<file path="config.mk">
export PLATFORM = sky130hd
export DESIGN_NAME = jk_cmd_seq
export DESIGN_NICKNAME = d
export VERILOG_FILES = /design/src/rtl/jk_pkg.sv /design/src/rtl/jk_cmd_fifo.sv /design/src/rtl/jk_cmd_seq.sv
export SDC_FILE = /design/constraint.sdc
export NUM_CORES = 1
export LEC_CHECK = 0
export CAP_MARGIN = 20
export CORE_MARGIN = 1
export CORE_UTILIZATION = 35
export CTS_CLUSTER_SIZE = 8
export DETAILED_ROUTE_END_ITERATION = 12
export HOLD_SLACK_MARGIN = 0.02
export PLACE_DENSITY_LB_ADDON = 0.3
export SLEW_MARGIN = 20
export SYNTH_ARGS = -nofsm -noshare
export SYNTH_HDL_FRONTEND = slang
export SYNTH_SLANG_ARGS = --single-unit
</file>
<file path="constraint.sdc">
create_clock -name clk -period 2.62 [get_ports clk]
set_input_delay 0.393 -clock clk [delete_from_list [all_inputs] [get_ports clk]]
set_output_delay 0.393 -clock clk [all_outputs]
set_load 0.05 [all_outputs]
</file>
<file path="src/rtl/jk_pkg.sv">
// Shared definitions for the JK command sequencer: operation codes,
// sequencer state encoding and the JK next-state rule.
package jk_pkg;

   localparam logic [1:0] OP_HOLD = 2'b00;
   localparam logic [1:0] OP_RST  = 2'b01;
   localparam logic [1:0] OP_SET  = 2'b10;
   localparam logic [1:0] OP_TGL  = 2'b11;

   typedef enum logic {
      ST_IDLE  = 1'b0,
      ST_ISSUE = 1'b1
   } state_t;

   // Next Q of a JK flip-flop given its present Q and the {J,K} drive.
   function automatic logic jk_next(input logic q, input logic [1:0] jk);
      logic q_n;
      case (jk)
         OP_HOLD: q_n = q;
         OP_RST:  q_n = 1'b0;
         OP_SET:  q_n = 1'b1;
         default: q_n = ~q;
      endcase
      return q_n;
   endfunction

endpackage

</file>
<file path="src/rtl/jk_cmd_fifo.sv">
// Show-ahead command FIFO: the head entry is visible on rdata while the
// FIFO is non-empty so the sequencer can load it on the same edge it pops.
module jk_cmd_fifo #(
   parameter int DEPTH = 4,
   parameter int W     = 6
) (
   input  logic                   clk,
   input  logic                   n_rst,
   input  logic                   push,
   input  logic [W-1:0]           wdata,
   input  logic                   pop,
   output logic [W-1:0]           rdata,
   output logic                   full,
   output logic                   empty,
   output logic [$clog2(DEPTH):0] level
);

   localparam int AW = $clog2(DEPTH);
   localparam int LW = AW + 1;
   localparam logic [LW-1:0] FULL_LVL = LW'(DEPTH);
   localparam logic [LW-1:0] LVL_ONE  = LW'(1);
   localparam logic [AW-1:0] PTR_ONE  = AW'(1);

   logic [W-1:0]  mem [DEPTH];
   logic [AW-1:0] wr_ptr_reg;
   logic [AW-1:0] rd_ptr_reg;
   logic [LW-1:0] level_reg;
   logic          push_ok;
   logic          pop_ok;

   assign full    = (level_reg == FULL_LVL);
   assign empty   = (level_reg == '0);
   assign level   = level_reg;
   assign rdata   = mem[rd_ptr_reg];
   // A full FIFO refuses a push even when a pop frees a slot this cycle.
   assign push_ok = push & ~full;
   assign pop_ok  = pop & ~empty;

   always_ff @(posedge clk) begin
      if (push_ok) begin
         mem[wr_ptr_reg] <= wdata;
      end
   end

   // Pointers wrap naturally because DEPTH is a power of two.
   always_ff @(posedge clk or negedge n_rst) begin
      if (!n_rst) begin
         wr_ptr_reg <= '0;
         rd_ptr_reg <= '0;
         level_reg  <= '0;
      end else begin
         if (push_ok) begin
            wr_ptr_reg <= wr_ptr_reg + PTR_ONE;
         end
         if (pop_ok) begin
            rd_ptr_reg <= rd_ptr_reg + PTR_ONE;
         end
         case ({push_ok, pop_ok})
            2'b10:   level_reg <= level_reg + LVL_ONE;
            2'b01:   level_reg <= level_reg - LVL_ONE;
            default: level_reg <= level_reg;
         endcase
      end
   end

endmodule

</file>
<file path="src/rtl/jk_cmd_seq.sv">
// Command sequencer for a JK flip-flop: queues operations, replays each one
// for rpt+1 cycles and checks the flip-flop's Q against a shadow model.
module jk_cmd_seq
   import jk_pkg::*;
#(
   parameter int DEPTH = 4,
   parameter int CNT_W = 4
) (
   input  logic                   clk,
   input  logic                   n_rst,
   input  logic                   cmd_valid,
   output logic                   cmd_ready,
   input  logic [1:0]             cmd_op,
   input  logic [CNT_W-1:0]       cmd_rpt,
   output logic                   din_j,
   output logic                   din_k,
   input  logic                   dout_q,
   output logic                   exp_q,
   output logic                   mismatch,
   input  logic                   clr_mismatch,
   output logic                   busy,
   output logic [$clog2(DEPTH):0] level
);

   localparam int CW = 2 + CNT_W;
   localparam logic [CNT_W-1:0] RPT_ONE = CNT_W'(1);

   logic             fifo_full;
   logic             fifo_empty;
   logic             fifo_push;
   logic             fifo_pop;
   logic [CW-1:0]    fifo_wdata;
   logic [CW-1:0]    fifo_rdata;
   logic [1:0]       head_op;
   logic [CNT_W-1:0] head_rpt;

   state_t           state_reg, state_next;
   logic [1:0]       op_reg, op_next;
   logic [CNT_W-1:0] rpt_cnt_reg, rpt_cnt_next;
   logic             exp_q_reg, exp_q_next;
   logic             mismatch_reg, mismatch_next;

   assign fifo_push  = cmd_valid & ~fifo_full;
   assign fifo_wdata = {cmd_op, cmd_rpt};
   assign head_op    = fifo_rdata[CW-1 -: 2];
   assign head_rpt   = fifo_rdata[CNT_W-1:0];

   jk_cmd_fifo #(
      .DEPTH (DEPTH),
      .W     (CW)
   ) u_fifo (
      .clk   (clk),
      .n_rst (n_rst),
      .push  (fifo_push),
      .wdata (fifo_wdata),
      .pop   (fifo_pop),
      .rdata (fifo_rdata),
      .full  (fifo_full),
      .empty (fifo_empty),
      .level (level)
   );

   // op_reg is the J/K drive register itself; it holds HOLD whenever idle.
   always_comb begin
      state_next   = state_reg;
      op_next      = op_reg;
      rpt_cnt_next = rpt_cnt_reg;
      fifo_pop     = 1'b0;
      case (state_reg)
         ST_IDLE: begin
            if (!fifo_empty) begin
               fifo_pop     = 1'b1;
               op_next      = head_op;
               rpt_cnt_next = head_rpt;
               state_next   = ST_ISSUE;
            end
         end
         ST_ISSUE: begin
            if (rpt_cnt_reg != '0) begin
               rpt_cnt_next = rpt_cnt_reg - RPT_ONE;
            end else if (!fifo_empty) begin
               fifo_pop     = 1'b1;
               op_next      = head_op;
               rpt_cnt_next = head_rpt;
            end else begin
               op_next    = OP_HOLD;
               state_next = ST_IDLE;
            end
         end
         default: begin
            op_next    = OP_HOLD;
            state_next = ST_IDLE;
         end
      endcase
   end

   // The shadow Q follows the drive already on the wires, edge for edge
   // with the flip-flop; a divergence latches until explicitly cleared.
   always_comb begin
      exp_q_next    = jk_next(exp_q_reg, op_reg);
      mismatch_next = mismatch_reg;
      if (exp_q_reg != dout_q) begin
         mismatch_next = 1'b1;
      end else if (clr_mismatch) begin
         mismatch_next = 1'b0;
      end
   end

   always_ff @(posedge clk or negedge n_rst) begin
      if (!n_rst) begin
         state_reg    <= ST_IDLE;
         op_reg       <= OP_HOLD;
         rpt_cnt_reg  <= '0;
         exp_q_reg    <= 1'b0;
         mismatch_reg <= 1'b0;
      end else begin
         state_reg    <= state_next;
         op_reg       <= op_next;
         rpt_cnt_reg  <= rpt_cnt_next;
         exp_q_reg    <= exp_q_next;
         mismatch_reg <= mismatch_next;
      end
   end

   assign cmd_ready = ~fifo_full;
   assign din_j     = op_reg[1];
   assign din_k     = op_reg[0];
   assign exp_q     = exp_q_reg;
   assign mismatch  = mismatch_reg;
   assign busy      = (state_reg == ST_ISSUE);

endmodule

</file>
# After elaboration in Yosys (flattened, before gate mapping)
# Memories as Yosys holds them, arrays and structs flattened.
# Index checks and enable logic that the tools add are counted.
# totals
regBits,16
ram_bits,24
mem_count,1
out_inout_bits,9
inputBits,11
word_cells,53
# op_classes
reduce_logical,6
n_bitwise,7
eq_ne,8
mux,18
addsub,5
# memory_table
memory,words,word_bits,read_ports,rd_clocked_by_memory_dff,wr,line,source
u_fifo.mem,4,6,1,0,1,jk_cmd_fifo.sv:24,logic [W-1:0] mem [DEPTH];
# ops
cell,n
4-bit two-way mux,2
4-bit one-hot mux with 2 select lines,1
1-bit two-way mux,7
2-bit two-way mux,3
3-bit one-hot mux with 2 select lines,1
2-bit by 1-bit adder with 2-bit output (second input constant),2
2-bit by 1-bit equality test with 1-bit output (second input constant),2
2-bit equality test (second input constant),2
2-bit != test (second input constant),2
1-bit NOT,4
1-bit one-hot mux with 2 select lines,2
2-bit one-hot mux with 2 select lines,1
2-bit nonzero test,2
4-bit nonzero test,1
4-bit by 1-bit subtractor with 4-bit output (second input constant),1
3-bit by 1-bit adder with 3-bit output (second input constant),1
1-bit bitwise AND,3
3-bit equality test (second input constant),1
3-bit logical NOT,1
1-bit one-hot mux with 3 select lines,1
3-bit by 1-bit subtractor with 3-bit output (second input constant),1
2-bit logical NOT,1
2-bit AND reduction,1
1-bit != test,1

# Depth between registers and ports, before layout
# Gate-level depths: netlist (run 1).
# logic_depth
ltp_word,7
ltp_mapped,10
mapped_depth_nobuf,10

# Cells and area by module
# Synthesis (run 1) repeated with hierarchy kept, for this count alone.
# unflattened
cells_unflattened,123
area_unflattened_um2,1843.0
# modules_own_cells
module,seq_area_each_um2,area_each_um2,n_inst,cells_each
jk_cmd_fifo,895.9,1306.3,1,69
jk_cmd_seq,225.2,536.8,1,54

# Least setup slack after synthesis (run 1)
# Ideal clock, no wire load.
# synth_timing
kind,reg-to-reg
startpoint,register u_fifo.level_reg[2] (netlist: u_fifo.level[2])
endpoint,register u_fifo.level_reg[2] (netlist: u_fifo.level[2])
setup_time_ns,0.082
synth_period_minus_slack_ns,2.727
arrival_time_ns,2.645
setup_slack_ns,-0.107
n_path_buf,0
path_stages_with_launch,10
cell_sequence,dfrtp_1 -> nand3_1 -> and2_1 -> inv_1 -> ha_1 -> inv_1 -> fa_1 -> xor2_1 -> nor2_1 -> xor2_1
# synth_lines
element,line,source
from (decl),jk_cmd_fifo.sv:27,logic [LW-1:0] level_reg;
from (signal assigned),jk_cmd_fifo.sv:59,2'b10: level_reg <= level_reg + LVL_ONE;
from (signal assigned),jk_cmd_fifo.sv:60,2'b01: level_reg <= level_reg - LVL_ONE;
from (signal assigned),jk_cmd_fifo.sv:61,default: level_reg <= level_reg;
3-bit equality test (*),jk_cmd_fifo.sv:31,assign full = (level_reg == FULL_LVL);
1-bit NOT (*),-,
net cmd_ready,jk_cmd_seq.sv:12,"output logic cmd_ready,"
1-bit bitwise AND,jk_cmd_seq.sv:43,assign fifo_push = cmd_valid & ~fifo_full;
1-bit bitwise AND (*),jk_cmd_fifo.sv:36,assign push_ok = push & ~full;
2-bit by 1-bit equality test with 1-bit output or 2-bit equality test (tied branches),jk_cmd_fifo.sv:58,"case ({push_ok, pop_ok})"
3-bit one-hot mux with 2 select lines or 2-bit nonzero test (tied branches),-,
# The timed path passes the listed nets; every way through them passes the cells marked *.
# A chain may end at the register's enable or synchronous reset.

# Final worst setup path (run 1)
# layout_timing
startpoint,register rpt_cnt_reg[0]
endpoint,register u_fifo.level_reg[2] (netlist: u_fifo.level[2])
# layout_via
elab_chain_len,6
# layout_rtl
element,line,source
from (decl),jk_cmd_seq.sv:39,"logic [CNT_W-1:0] rpt_cnt_reg, rpt_cnt_next;"
from (signal assigned),jk_cmd_seq.sv:119,rpt_cnt_reg <= rpt_cnt_next;
4-bit nonzero test (*),jk_cmd_seq.sv:79,if (rpt_cnt_reg != '0) begin
1-bit two-way mux (*),jk_cmd_seq.sv:79,
1-bit one-hot mux with 2 select lines (*),jk_cmd_seq.sv:69,case (state_reg)
1-bit bitwise AND (*),jk_cmd_fifo.sv:37,assign pop_ok = pop & ~empty;
net u_fifo.pop_ok,jk_cmd_fifo.sv:29,logic pop_ok;
2-bit by 1-bit equality test with 1-bit output or 2-bit equality test (tied branches),jk_cmd_fifo.sv:58,
3-bit one-hot mux with 2 select lines or 2-bit nonzero test (tied branches),-,
# Marked as above.

==> reports/metrics.cfg, run 1 <==
[sta]
fmax_mhz = 421
fin_setup_tns_ps = 0
finalMaxSlewViolations = 0
rsz0062_at_grt = no
finalHoldViolations = 0
fin_crit_sh_pct = 90.7
clock_skew_ps = 5.66
worstMarginPinSlew_ps = 746
finalSetupViolations = 0
fin_crit_ps = 2380
slew_headroom_pct = 50.1

[critical_path]
crit_fanout = 4
worstSetupPathType = flop to flop
startpoint = rpt_cnt_reg[0]
crit_path_start_kind = flop
endpoint_kind = flop
critPathArrivalTime_ps = 2590
rr_startpoint = rpt_cnt_reg[0]
required_ps = 2830

[worst_hold_path]
min-delay-start = mismatch
worstHoldPathType = flop to flop

[layout]
nets = 166
multi_input_area_um2 = 594
drive_gt1_share_pct = 14.4
syn2layout_area_growth_pct = 21.5
antenna_cells = 0
regArea_um2 = 1120
n_fill_cell = 452
largest_reg_flops = 24
final_area_um2 = 2160

[logic_synthesis]
synth_area_per_cell_um2 = 14.7
synth_edf_count = 24
synthDistinctLibCells = 34
synth_nets = 142
async_reset_ff_share_pct = 40.0
ys_seq_area_share_pct = 63.1
netlist_area_um2 = 1780
yosys_warnings = 0
postSynth.topFlopCell = edfxtp_1
synth_cells = 121
synth_seq_cells = 40

[place]
numPortBuffers = 19
dpl_cell_area_um2 = 2040
place_hpwl_um = 2110
routabilityCongestion = 0.815

[clock_network]
cts_sinks = 40
hold_buffers = 0
ctsHtreeMaxLevel = 2
cts_tree = done
clk_pin_slew_ps = 80
post_cts_buffers = 0
clk_path_buf_depth = 2
cts_buffers = 5
root_buffer = clkbuf_8
cts_resized = 0
insertion_delay_ps = 290

[route]
drt_wl_total_um = 2930
wl_met1_um = 1310
route.detailed.wl_per_inst_um = 13.8
wl_met2_um = 1470
final_antenna_net_count = 0
dr.max_layer_used = met4
drcViolationCount = 0
drt-initial-drc-count = 57
vias_per_cell = 4.61
met3_wirelength_um = 122
vias = 981
dr.pass1.iters = 4

[global_route]
grt_max_degree = 17
track_usage_pct = 12.9
grt_pass1_wl_um = 4950
antenna_found_initial = 0
grt_pass1_vias = 1023
overflow = 0

[floorplan]
die_area_um2 = 5360
ioPinCount = 20
die_h_um = 73.2
rows = 25
die_w_um = 73.2
start_util_pct = 36.9
core-area_um2 = 4820

[power_and_ir_drop]
p_leak_nw = 0.843
ir_worst_vdd_mv = 0.437
power_density_nw_per_um2 = 1200

[status]
status = finished, final reports clean

[job]
maxCapViolCount = 0

## cells by family (layout without fill, tap and decap cells)
family / after synthesis / after routing / synth area share [%]
simple gates: 27 / 27 / 8.18
flops: 40 / 40 / 63.1
buf+inv: 15 / 40 / 3.66
mux: 8 / 8 / 8.81
xor+xnor: 7 / 7 / 3.45
compound gates: 14 / 14 / 5.29
fa+ha+maj: 10 / 10 / 7.47
## cells in the mapped netlist (2+ instances only)
library cell,n,area (um^2)
xor2_1,3,26.3
nand3_1,2,10.0
mux4_2,6,135
edfxtp_1,24,721
inv_1,12,45.0
xnor2_1,4,35.0
a22oi_1,2,15.0
nor3_1,2,10.0
dfrtp_1,16,400
nor2_1,3,11.3
ha_1,9,113
o21ai_0,5,25.0
and3_1,4,25.0
a21oi_1,2,10.0
nand2_1,8,30.0
## power breakdown
group	total (mW)	switching [mW]	internal [mW]	leakage (nW)
sequential	1.05	0.178	0.876	0.405
combinational	1.03	0.579	0.452	0.383
clock	0.506	0.219	0.287	0.0548
total	2.59	0.976	1.61	0.843
## per-layer routing
metal | up-vias | GRT usage [%]
li1 | 482 | -
met1 | 476 | 15.8
met2 | 19 | 21.7
met3 | 4 | 4.28
met4 | 0 | 3.92
met5 | - | 0
## layout by cell type (no fill, tap or decap), types with 2 or more instances in the layout
| cell | n |
|---|---|
| dfrtp_1 | 16 |
| nor3_1 | 2 |
| nand2_1 | 8 |
| inv_1 | 12 |
| xnor2_1 | 4 |
| ha_1 | 9 |
| mux4_2 | 6 |
| xor2_1 | 3 |
| edfxtp_1 | 24 |
| a22oi_1 | 2 |
| nor2_1 | 3 |
| and3_1 | 4 |
| a21oi_1 | 2 |
| o21ai_0 | 5 |
| clkbuf_8 | 5 |
| clkdlybuf4s50_1 | 19 |
## cell type report
cell class / count / share of cell area (%)
flip-flops and latches: 40 / 52.0
multi-input cells: 66 / 27.6
repair buffers: 20 / 9.16
well taps: 67 / 3.89
clock buffers: 5 / 3.19
clock inverters: 3 / 2.15
inverters: 12 / 2.09
## metrics by stage
stage                     utilization (%)  std cells  setup slack, ps  hold WS [ps]  total power, mW
after floorplan                         -        121              126          97.4             1.81
after global placement               42.4        205              385           505             2.06
after detailed placement             42.4        205              282           519             2.12
after CTS                            44.8        213              222           534             2.63
after global routing                 44.8        213              115           559             2.78
final                                44.8        213              245           529             2.59
## critical path, stage by stage, from the launching register on
cell and delay, ps:
dfrtp_1 400, inv_1 120, ha_1 170, or3b_4 380, a21oi_2 160, ha_1 210
inv_1 60, fa_1 370, xor2_1 160, nor2_1 110, xor2_1 160
## final timing paths
check | slack, ps | cells after the start | end
setup / recovery | 240 | 10 | u_fifo.level[2]
hold / removal | 530 | 2 | mismatch
setup reg to reg | 240 | 10 | u_fifo.level[2]
hold reg to reg | 530 | 2 | mismatch
max in group asynchronous | 1610 | 1 | u_fifo.rd_ptr_reg[1]
min in group asynchronous | 540 | 1 | mismatch
Power figures use the tool's default switching activity.
==> run 2, diff against run 1 <==
Settings changed: CTS_CLUSTER_SIZE 8 to 16.
==> results of run 2 <==
Same layout as run 1: the final DEF is identical, and so are final timing and power.
